==> config.mk <==
export PLATFORM = sky130hd
export DESIGN_NAME = div_unit_flat
export DESIGN_NICKNAME = d
export VERILOG_FILES = /design/src/rtl/div_unit_pkg.sv /design/src/rtl/div_unit_if.sv /design/src/rtl/div_unit.sv /design/src/flat_wrapper.sv
export SDC_FILE = /design/constraint.sdc
export NUM_CORES = 1
export LEC_CHECK = 0
export BUFFER_PORTS_ARGS = -buffer_cell sky130_fd_sc_hd__buf_4
export CORE_MARGIN = 3
export CORE_UTILIZATION = 38
export CTS_BUF_LIST = sky130_fd_sc_hd__clkbuf_4 sky130_fd_sc_hd__clkbuf_8
export DETAILED_ROUTE_END_ITERATION = 10
export PLACE_DENSITY = 0.58
export SLEW_MARGIN = 20
export SYNTH_ARGS = -nofsm -noshare
export SYNTH_HDL_FRONTEND = slang
export SYNTH_SLANG_ARGS = --single-unit
==> constraint.sdc <==
create_clock -name clk -period 6.5 [get_ports clk]
set_input_delay 1.3 -clock clk [delete_from_list [all_inputs] [get_ports clk]]
set_output_delay 1.3 -clock clk [all_outputs]
set_load 0.005 [all_outputs]
==> src/rtl/div_unit_pkg.sv <==
// Shared definitions for the iterative divider: op codes, FSM states and
// the op-code decode used by start acceptance.
package div_unit_pkg;

  localparam logic [4:0] OP_DIV  = 5'b01110;
  localparam logic [4:0] OP_DIVU = 5'b01111;
  localparam logic [4:0] OP_REM  = 5'b10000;
  localparam logic [4:0] OP_REMU = 5'b10001;

  typedef enum logic [1:0] {
    ST_IDLE = 2'd0,
    ST_CALC = 2'd1,
    ST_DONE = 2'd2
  } div_state_t;

  function automatic logic is_div_op(input logic [4:0] op);
    return (op == OP_DIV) || (op == OP_DIVU) || (op == OP_REM) || (op == OP_REMU);
  endfunction

endpackage

==> src/rtl/div_unit_if.sv <==
// EX-stage divider request/response bundle; master is the pipeline side.
interface div_unit_if #(
  parameter int unsigned DATA_WIDTH = 32
);
  logic                  start_i;
  logic [4:0]            op_i;
  logic [DATA_WIDTH-1:0] a_i;
  logic [DATA_WIDTH-1:0] b_i;
  logic                  flush_i;
  logic                  busy_o;
  logic                  done_o;
  logic [DATA_WIDTH-1:0] res_o;

  modport master (
    output start_i, op_i, a_i, b_i, flush_i,
    input  busy_o, done_o, res_o
  );

  modport slave (
    input  start_i, op_i, a_i, b_i, flush_i,
    output busy_o, done_o, res_o
  );
endinterface

==> src/rtl/div_unit.sv <==
// Radix-2 restoring divider for DIV/DIVU/REM/REMU, one quotient bit per cycle.
module div_unit
  import div_unit_pkg::*;
#(
  parameter int unsigned DATA_WIDTH = 32
) (
  input  logic       clk,
  input  logic       reset,
  div_unit_if.slave  bus
);

  localparam int unsigned CW = $clog2(DATA_WIDTH);
  localparam logic [DATA_WIDTH-1:0] MIN_NEG = {1'b1, {(DATA_WIDTH-1){1'b0}}};

  div_state_t            state_q, state_d;
  logic [CW-1:0]         cnt_q;
  logic [DATA_WIDTH-1:0] quot_q, rem_q, dvsr_q, res_q;
  logic                  rem_sel_q, neg_q_q, neg_r_q;

  logic                  op_signed, op_rem, accept, special, last_iter;
  logic [DATA_WIDTH-1:0] abs_a, abs_b, special_res;
  logic [DATA_WIDTH:0]   rem_sh, trial;
  logic [DATA_WIDTH-1:0] quot_nx, rem_nx, fixed_res;

  // Operand decode, acceptance and special-case detection at the request.
  always_comb begin
    op_signed = (bus.op_i == OP_DIV) || (bus.op_i == OP_REM);
    op_rem    = (bus.op_i == OP_REM) || (bus.op_i == OP_REMU);
    accept    = bus.start_i && is_div_op(bus.op_i) && !bus.flush_i &&
                (state_q != ST_CALC);
    abs_a     = (op_signed && bus.a_i[DATA_WIDTH-1]) ? '0 - bus.a_i : bus.a_i;
    abs_b     = (op_signed && bus.b_i[DATA_WIDTH-1]) ? '0 - bus.b_i : bus.b_i;
    special   = 1'b0;
    special_res = '0;
    if (bus.b_i == '0) begin
      special     = 1'b1;
      special_res = op_rem ? bus.a_i : '1;
    end else if (op_signed && bus.a_i == MIN_NEG && bus.b_i == '1) begin
      special     = 1'b1;
      special_res = op_rem ? '0 : MIN_NEG;
    end
  end

  // One restoring step plus sign fix-up of the would-be final values.
  always_comb begin
    rem_sh    = {rem_q, quot_q[DATA_WIDTH-1]};
    trial     = rem_sh - {1'b0, dvsr_q};
    if (!trial[DATA_WIDTH]) begin
      rem_nx  = trial[DATA_WIDTH-1:0];
      quot_nx = {quot_q[DATA_WIDTH-2:0], 1'b1};
    end else begin
      rem_nx  = rem_sh[DATA_WIDTH-1:0];
      quot_nx = {quot_q[DATA_WIDTH-2:0], 1'b0};
    end
    if (rem_sel_q) fixed_res = neg_r_q ? '0 - rem_nx : rem_nx;
    else           fixed_res = neg_q_q ? '0 - quot_nx : quot_nx;
    last_iter = (state_q == ST_CALC) && !bus.flush_i && (cnt_q == '0);
  end

  // State register.
  always_ff @(posedge clk or posedge reset) begin
    if (reset) state_q <= ST_IDLE;
    else       state_q <= state_d;
  end

  // Next-state logic; flush always wins over a concurrent start.
  always_comb begin
    state_d = state_q;
    case (state_q)
      ST_IDLE: if (accept) state_d = special ? ST_DONE : ST_CALC;
      ST_CALC: begin
        if (bus.flush_i)       state_d = ST_IDLE;
        else if (cnt_q == '0)  state_d = ST_DONE;
      end
      ST_DONE: state_d = accept ? (special ? ST_DONE : ST_CALC) : ST_IDLE;
      default: state_d = ST_IDLE;
    endcase
  end

  // Outputs are pure decodes of the registered state.
  always_comb begin
    bus.busy_o = (state_q == ST_CALC);
    bus.done_o = (state_q == ST_DONE);
    bus.res_o  = res_q;
  end

  // Datapath registers; res_q loads only on the edge that enters DONE.
  always_ff @(posedge clk or posedge reset) begin
    if (reset) begin
      cnt_q     <= '0;
      quot_q    <= '0;
      rem_q     <= '0;
      dvsr_q    <= '0;
      res_q     <= '0;
      rem_sel_q <= 1'b0;
      neg_q_q   <= 1'b0;
      neg_r_q   <= 1'b0;
    end else if (accept) begin
      rem_sel_q <= op_rem;
      cnt_q     <= CW'(DATA_WIDTH - 1);
      if (special) begin
        res_q <= special_res;
      end else begin
        quot_q  <= abs_a;
        rem_q   <= '0;
        dvsr_q  <= abs_b;
        neg_q_q <= op_signed && (bus.a_i[DATA_WIDTH-1] ^ bus.b_i[DATA_WIDTH-1]);
        neg_r_q <= op_signed && bus.a_i[DATA_WIDTH-1];
      end
    end else if (state_q == ST_CALC && !bus.flush_i) begin
      quot_q <= quot_nx;
      rem_q  <= rem_nx;
      cnt_q  <= cnt_q - 1'b1;
      if (last_iter) res_q <= fixed_res;
    end
  end

endmodule

==> src/flat_wrapper.sv <==
// flat-port wrapper written by rule: the top's interface ports become plain ports
module div_unit_flat import div_unit_pkg::*;
#(
  parameter int unsigned DATA_WIDTH = 32
)
  (clk, reset, bus_start_i, bus_op_i, bus_a_i, bus_b_i, bus_flush_i, bus_busy_o, bus_done_o, bus_res_o);
  div_unit_if #(.DATA_WIDTH(DATA_WIDTH)) bus_i ();
  input  logic clk;
  input  logic reset;
  input wire logic [$bits(bus_i.start_i)-1:0] bus_start_i;
  input wire logic [$bits(bus_i.op_i)-1:0] bus_op_i;
  input wire logic [$bits(bus_i.a_i)-1:0] bus_a_i;
  input wire logic [$bits(bus_i.b_i)-1:0] bus_b_i;
  input wire logic [$bits(bus_i.flush_i)-1:0] bus_flush_i;
  output wire logic [$bits(bus_i.busy_o)-1:0] bus_busy_o;
  output wire logic [$bits(bus_i.done_o)-1:0] bus_done_o;
  output wire logic [$bits(bus_i.res_o)-1:0] bus_res_o;
  assign bus_i.start_i = bus_start_i;
  assign bus_i.op_i = bus_op_i;
  assign bus_i.a_i = bus_a_i;
  assign bus_i.b_i = bus_b_i;
  assign bus_i.flush_i = bus_flush_i;
  assign bus_busy_o = bus_i.busy_o;
  assign bus_done_o = bus_i.done_o;
  assign bus_res_o = bus_i.res_o;
  div_unit #(.DATA_WIDTH(DATA_WIDTH)) u_core (.clk(clk), .reset(reset), .bus(bus_i));
endmodule
# Yosys cells after proc, flatten, opt, wreduce, memory -nomap -nowiden
# Index checks and enable logic that the tools add are counted.
dict set report word_totals {
  input_bits 73
  elab_cells 86
  ff_bits 138
}
dict set report op_classes {
  n_eq_ne 13
  reduce_logical 25
  n_mux 31
  add_sub_neg 6
  n_bitwise 2
}
# op n
set ops {}
lappend ops {{2-to-1 mux 32 bit} 20}
lappend ops {{subtractor 1 x 32 -> 32 bit (first input constant)} 4}
lappend ops {{equality test 32 bit (second input constant)} 2}
lappend ops {{subtractor 33 x 32 -> 33 bit} 1}
lappend ops {{logical NOT 32 bit} 1}
lappend ops {{equality test 5 x 4 -> 1 bit (second input constant)} 2}
lappend ops {{equality test 5 bit (second input constant)} 2}
lappend ops {{logical AND 1 bit} 10}
lappend ops {{2-to-1 mux 2 bit} 5}
lappend ops {{2-to-1 mux 5 bit} 2}
lappend ops {{one-hot mux 2 bit (3 select lines)} 1}
lappend ops {{AND reduction 2 bit} 3}
lappend ops {{logical NOT 5 bit} 1}
lappend ops {{logical OR 1 bit} 5}
lappend ops {{subtractor 5 x 1 -> 5 bit (second input constant)} 1}
lappend ops {{inequality test 2 x 1 -> 1 bit (second input constant)} 2}
lappend ops {{inequality test 2 bit (second input constant)} 2}
lappend ops {{nonzero test 2 bit} 2}
lappend ops {{2-to-1 mux 1 bit} 3}
lappend ops {{inequality test 3 x 2 -> 1 bit (second input constant)} 1}
lappend ops {{AND reduction 3 bit} 1}
lappend ops {{equality test 2 x 1 -> 1 bit (second input constant)} 1}
lappend ops {{equality test 2 bit (second input constant)} 1}
lappend ops {{logical NOT 2 bit} 1}
lappend ops {{3 further kinds} 3}

# Longest topological paths before layout
dict set report logic_depth {
  depth_word 9
  depth_mapped 25
}

# Least setup slack after synthesis
# OpenSTA, ideal clock, no wires.
dict set report synth_timing {
  path_kind {reg-to-reg}
  startpoint {register u_core.quot_q[31]}
  endpoint {register u_core.res_q[28] (netlist: u_core.bus.res_o[28])}
  slack_ns 1.755
  required_time_ns 6.358
  arrival_time_ns 4.603
  stages_incl_launch_ff 23
  synth_period_minus_slack_ns 4.745
  path_buffers 2
  cell_sequence {dfrtp_1 -> inv_1 -> ha_1 -> fa_1 -> nor2b_4 -> o31a_4 -> o21ai_2 -> a211oi_1 -> o31a_1 -> nor2_1 -> inv_2 -> clkbuf_1 -> clkbuf_1 -> nor2_1 -> a21oi_1 -> ha_1 -> nand3_1 -> nor4_1 -> a41o_1 -> nand3_1 -> o41ai_1 -> xnor2_1 -> o221ai_1}
}
dict set report synth_between {
  elab_chain_cells 8
}
# element line
set synth_lines {}
lappend synth_lines {{start, declared} div_unit.sv:17} ;# logic [DATA_WIDTH-1:0] quot_q, rem_q, dvsr_q, res_q;
lappend synth_lines {{start signal, assigned} div_unit.sv:104} ;# quot_q <= abs_a;
lappend synth_lines {{start signal, assigned} div_unit.sv:111} ;# quot_q <= quot_nx;
lappend synth_lines {{subtractor 33 x 32 -> 33 bit} div_unit.sv:47} ;# trial = rem_sh - {1'b0, dvsr_q};
lappend synth_lines {{2-to-1 mux 1 bit / 2-to-1 mux 32 bit (equally long branches)} div_unit.sv:48} ;# if (!trial[DATA_WIDTH]) begin
lappend synth_lines {{subtractor 1 x 32 -> 32 bit (on tied branches)} {div_unit.sv:56, div_unit.sv:55}}
lappend synth_lines {{2-to-1 mux 32 bit (on tied branches)} {div_unit.sv:56, div_unit.sv:55}}
lappend synth_lines {{2-to-1 mux 32 bit *} div_unit.sv:55} ;# if (rem_sel_q) fixed_res = neg_r_q ? '0 - rem_nx : rem_nx;
lappend synth_lines {{2-to-1 mux 32 bit *} div_unit.sv:114} ;# if (last_iter) res_q <= fixed_res;
lappend synth_lines {{2-to-1 mux 32 bit *} div_unit.sv:110} ;# end else if (state_q == ST_CALC && !bus.flush_i) begin
lappend synth_lines {{2-to-1 mux 32 bit *} div_unit.sv:98} ;# end else if (accept) begin
lappend synth_lines {{end signal, assigned} div_unit.sv:102} ;# res_q <= special_res;
lappend synth_lines {{end signal, assigned} div_unit.sv:114}
lappend synth_lines {{end, declared} div_unit.sv:17}
# Mark *: on every way between the ends. The rest lies on a longest branch, timed or not. The select of a mux whose other input is x is not followed.
# A chain may end at the register's enable or synchronous reset.

# Worst setup path in the final report
dict set report layout_timing {
  startpoint {register u_core.rem_q[6]}
  endpoint {register u_core.res_q[28] (netlist: u_core.bus.res_o[28])}
}
dict set report layout_between {
  elab_chain_cells 8
}
# element line
set layout_lines {}
lappend layout_lines {{start, declared} div_unit.sv:17}
lappend layout_lines {{start signal, assigned} div_unit.sv:112} ;# rem_q <= rem_nx;
lappend layout_lines {{subtractor 33 x 32 -> 33 bit} div_unit.sv:47}
lappend layout_lines {{2-to-1 mux 1 bit / 2-to-1 mux 32 bit (equally long branches)} div_unit.sv:48}
lappend layout_lines {{subtractor 1 x 32 -> 32 bit (on tied branches)} {div_unit.sv:56, div_unit.sv:55}}
lappend layout_lines {{2-to-1 mux 32 bit (on tied branches)} {div_unit.sv:56, div_unit.sv:55}}
lappend layout_lines {{2-to-1 mux 32 bit *} div_unit.sv:55}
lappend layout_lines {{2-to-1 mux 32 bit *} div_unit.sv:114}
lappend layout_lines {{2-to-1 mux 32 bit *} div_unit.sv:110}
lappend layout_lines {{2-to-1 mux 32 bit *} div_unit.sv:98}
# Marked as above.

==> flow_summary_export.csv <==
group,metric,value,unit
global_routing,grt_pass1_wl,62020,um
floorplanning,die_area,32400,sq um
synthesis,synth_edf_count,0,
worst_setup_path,critPathSlowestCell,"nor4_1",
worst_setup_path,critical_path_arrival,5730,ps
clocking,clkTransAtPathRegs,80,ps
floorplanning,core_area,29720,sq um
synthesis,synthCells,1504,
timing,setup_viol,0,
cells_and_area,diodes,0,
clocking,clk_latency,480,ps
global_routing,grt_pass1_vias,10910,
global_routing,antenna_found_initial,2,
timing,slew_headroom,30.38,%
placement,gp_congestion,0.8842,
cells_and_area,fill_cells,3024,
synthesis,synth.top_cell.area_share,30.01,%
synthesis,synth_flop_cell,"dfrtp_1",
power_and_ir_drop,ir_worst_vdd,0.1445,mV
cells_and_area,finalNetCount,1683,
run,drv_cap,0,
floorplanning,rows,63,
detailed_routing,vias,11490,
floorplanning,boundaryPins,107,
synthesis,syn_area,11510,sq um
detailed_routing,drc,0,
timing,fin_crit_sh,82.77,%
worst_setup_path,crit_required,6850,ps
detailed_routing,wl,39350,um
synthesis,syn_avg_cell_area,7.650,sq um
global_routing,grt.total_usage,23.82,%
worst_setup_path,path_max_fanout,12,
placement,hpwl,29940,um
worst_setup_path,cp_num_buf_inv,2,
synthesis,synth-compound-area-share,28.12,%
placement,placed_cells,1941,
clocking,clockRootBuffer,"clkbuf_8",
timing,max_freq,185.9,MHz
timing,period_needed,5380,ps
cells_and_area,postLayoutCoreUtil,44.17,%
synthesis,yosys-top-cells-area,"dfrtp_1, o21ai_0, a21oi_1, nand2_1, xor2_1",
detailed_routing,drtIter0Drc,936,
timing,layout_setup_ws,1120,ps
clocking,post_cts_buffers,0,
detailed_routing,wl_per_cell,19.95,um
detailed_routing,vias_per_cell,5.821,
timing,rsz0062_at_grt,"no",
timing,hold_violations,0,
global_routing,grt-ovfl-total,0,
synthesis,synth_fa_ha_area_share,4.415,%
worst_setup_path,cp-end-kind,"flip-flop",
placement,place_ws,1291,ps
synthesis,yosys.area.top_type,"dfrtp_1",
synthesis,synth.net_count,1617,
placement,io_buffers,106,
synthesis,synth_top_family_by_area,"compound AO/OA/AOI/OAI gates",
synthesis,synth_xor_area_share,9.515,%
synthesis,yosysMostFrequentCell,"nand2_1",
worst_setup_path,critPathMaxStageDelay,520,ps
worst_setup_path,path_cells,"ha_1, a21oi_1, nand2_1, o21ai_2, a211oi_1, o31a_1, buf_4, nor2_2, inv_2, a21oi_1, ha_1, nand3_1, nor4_1, a41o_1, nand3_1, o41ai_1, xnor2_1, o221ai_1",
synthesis,synth_common_cells,"nand2_1, o21ai_0, dfrtp_1",
floorplanning,dieWidth,180.0,um
worst_setup_path,path_class,"reg2reg",
worst_hold_path,hold_path.class,"reg2reg",
floorplanning,die_h,180.0,um
cells_and_area,syn_to_final_growth,14.08,%
status,status,"complete, no violations",
clocking,hold_buffers,0,
synthesis,yosys_warnings,0,
timing,final.setup_skew,15.95,ps
synthesis,yosys.area_share.simple,21.37,%
synthesis,ys_seq_elements,138,
clocking,cts_tree,"done",
floorplanning,initial_core_util,38.72,%
timing,tightestPinTransition,1035,ps
timing,hold_slack,486.7,ps
timing,drv_slew,0,
detailed_routing,ant_nets,0,
clocking,clock_sinks,138,
synthesis,synth.area.mux_share,1.751,%
clocking,numCtsBuffers,17,
synthesis,synthArstFlopShare,100.0,%
timing,setup_tns,0,ps
worst_setup_path,cp-start-kind,"flip-flop",
power_and_ir_drop,p_per_area,236.9,nW/um^2
cells_and_area,layout.cells.non_filler,1973,
synthesis,yosysSeqAreaShare,30.01,%
synthesis,ys_types,81,
clocking,cts_resized,0,
clocking,htree_num_levels,4,
detailed_routing,drt_first_pass_iters,6,
cells_and_area,drive_above_1_share,11.75,%
clocking,cts_max_path_buffers,2,
power_and_ir_drop,leakagePower,5.457,nW
global_routing,grt_start_max_net_pins,97,
worst_setup_path,critical-path-top-delay-family,"compound AO/OA/AOI/OAI gates",
-- where the power goes --
group          switching [mW]  internal, mW
Combinational           0.684         0.452
Clock                   0.375         0.458
Sequential              0.136          1.01
-- metal layers --
layer  track usage [%]  share of wire, %  up-vias
li1                  -                 -     5597
met5                 0             0.033        -
met3             5.147               6.0       33
met4             4.759               1.3        2
met1             34.11                48     5516
met2             37.35                45      337
-- cell usage in the layout (no fill, tap or decap), types with 16 or more instances in the layout --
| master | count |
|---|---|
| o211ai_1 | 21 |
| dfrtp_1 | 138 |
| clkbuf_8 | 21 |
| nor2_1 | 134 |
| o21ai_0 | 148 |
| nand3_1 | 51 |
| a31oi_1 | 20 |
| o21ai_1 | 46 |
| nand4_1 | 17 |
| a21oi_1 | 132 |
| buf_4 | 131 |
| inv_1 | 57 |
| o41ai_1 | 16 |
| xnor2_1 | 55 |
| ha_1 | 39 |
| nand2_1 | 165 |
| xor2_1 | 70 |
| nor3_1 | 37 |
| o31ai_1 | 28 |
| mux2i_1 | 19 |
-- state kept, by name, indices dropped and copies added (netlist names) --
| register | count |
|---|---|
| u_core.bus.res_o | 32 |
| u_core.dvsr_q | 32 |
| u_core.quot_q | 32 |
| u_core.rem_q | 32 |
| u_core.cnt_q | 5 |
| u_core.state_q | 2 |
| u_core.neg_q_q | 1 |
| u_core.neg_r_q | 1 |
| u_core.rem_sel_q | 1 |
-- worst paths after layout --
check	startpoint	to	slack, ps	cells after the start
setup / recovery	u_core.rem_q[6]$_DFFE_PP0P_	u_core.bus.res_o[28]$_DFFE_PP0P_	1120	18
hold / removal	u_core.dvsr_q[19]$_DFFE_PP0P_	u_core.dvsr_q[19]$_DFFE_PP0P_	490	2
hold reg to reg	u_core.dvsr_q[19]$_DFFE_PP0P_	u_core.dvsr_q[19]$_DFFE_PP0P_	490	2
min in group asynchronous	reset	u_core.quot_q[19]$_DFFE_PP0P_	1030	2
setup reg to reg	u_core.rem_q[6]$_DFFE_PP0P_	u_core.bus.res_o[28]$_DFFE_PP0P_	1120	18
max in group asynchronous	reset	u_core.dvsr_q[29]$_DFFE_PP0P_	4270	3
-- cell type report --
cell class	instances	area (sq um)	area share [%]
Multi-Input combinational cell	1223	7520	57.29
Clock buffer	21	289.0	2.202
Clock inverter	11	166.4	1.268
Timing Repair Buffer	131	983.4	7.492
Inverter	59	226.5	1.725
Sequential cell	138	3453	26.31
Tap cell	390	488.0	3.717
-- kinds of logic (layout without fill, tap and decap cells) --
family / Yosys count / in the layout
AOI/OAI and AO/OA: 524 / 524
xor gates and xnor gates: 125 / 125
adders and majority gates: 40 / 40
buffers and inverters: 143 / 222
DFF: 138 / 138
muxes: 20 / 20
and+or+nand+nor: 514 / 514
-- per-stage QoR --
stage          area, sq um  total power [mW]
6_report             13130             3.109
5_1_grt              13130             3.327
4_1_cts              13120             3.114
3_5_place_dp         12660             2.281
3_3_place_gp         12660             2.261
2_1_floorplan        11510             1.878
-- worst reg2reg max path, cell delays in order (launching register included) --
cell and delay, ps:
dfrtp_1 480, ha_1 380, a21oi_1 510, nand2_1 160, o21ai_2 320, a211oi_1 210, o31a_1 280, buf_4 200
nor2_2 180, inv_2 80, a21oi_1 250, ha_1 280, nand3_1 140, nor4_1 520, a41o_1 330, nand3_1 220
o41ai_1 390, xnor2_1 190, o221ai_1 120
No activity file was read; power rests on OpenSTA's default activity.
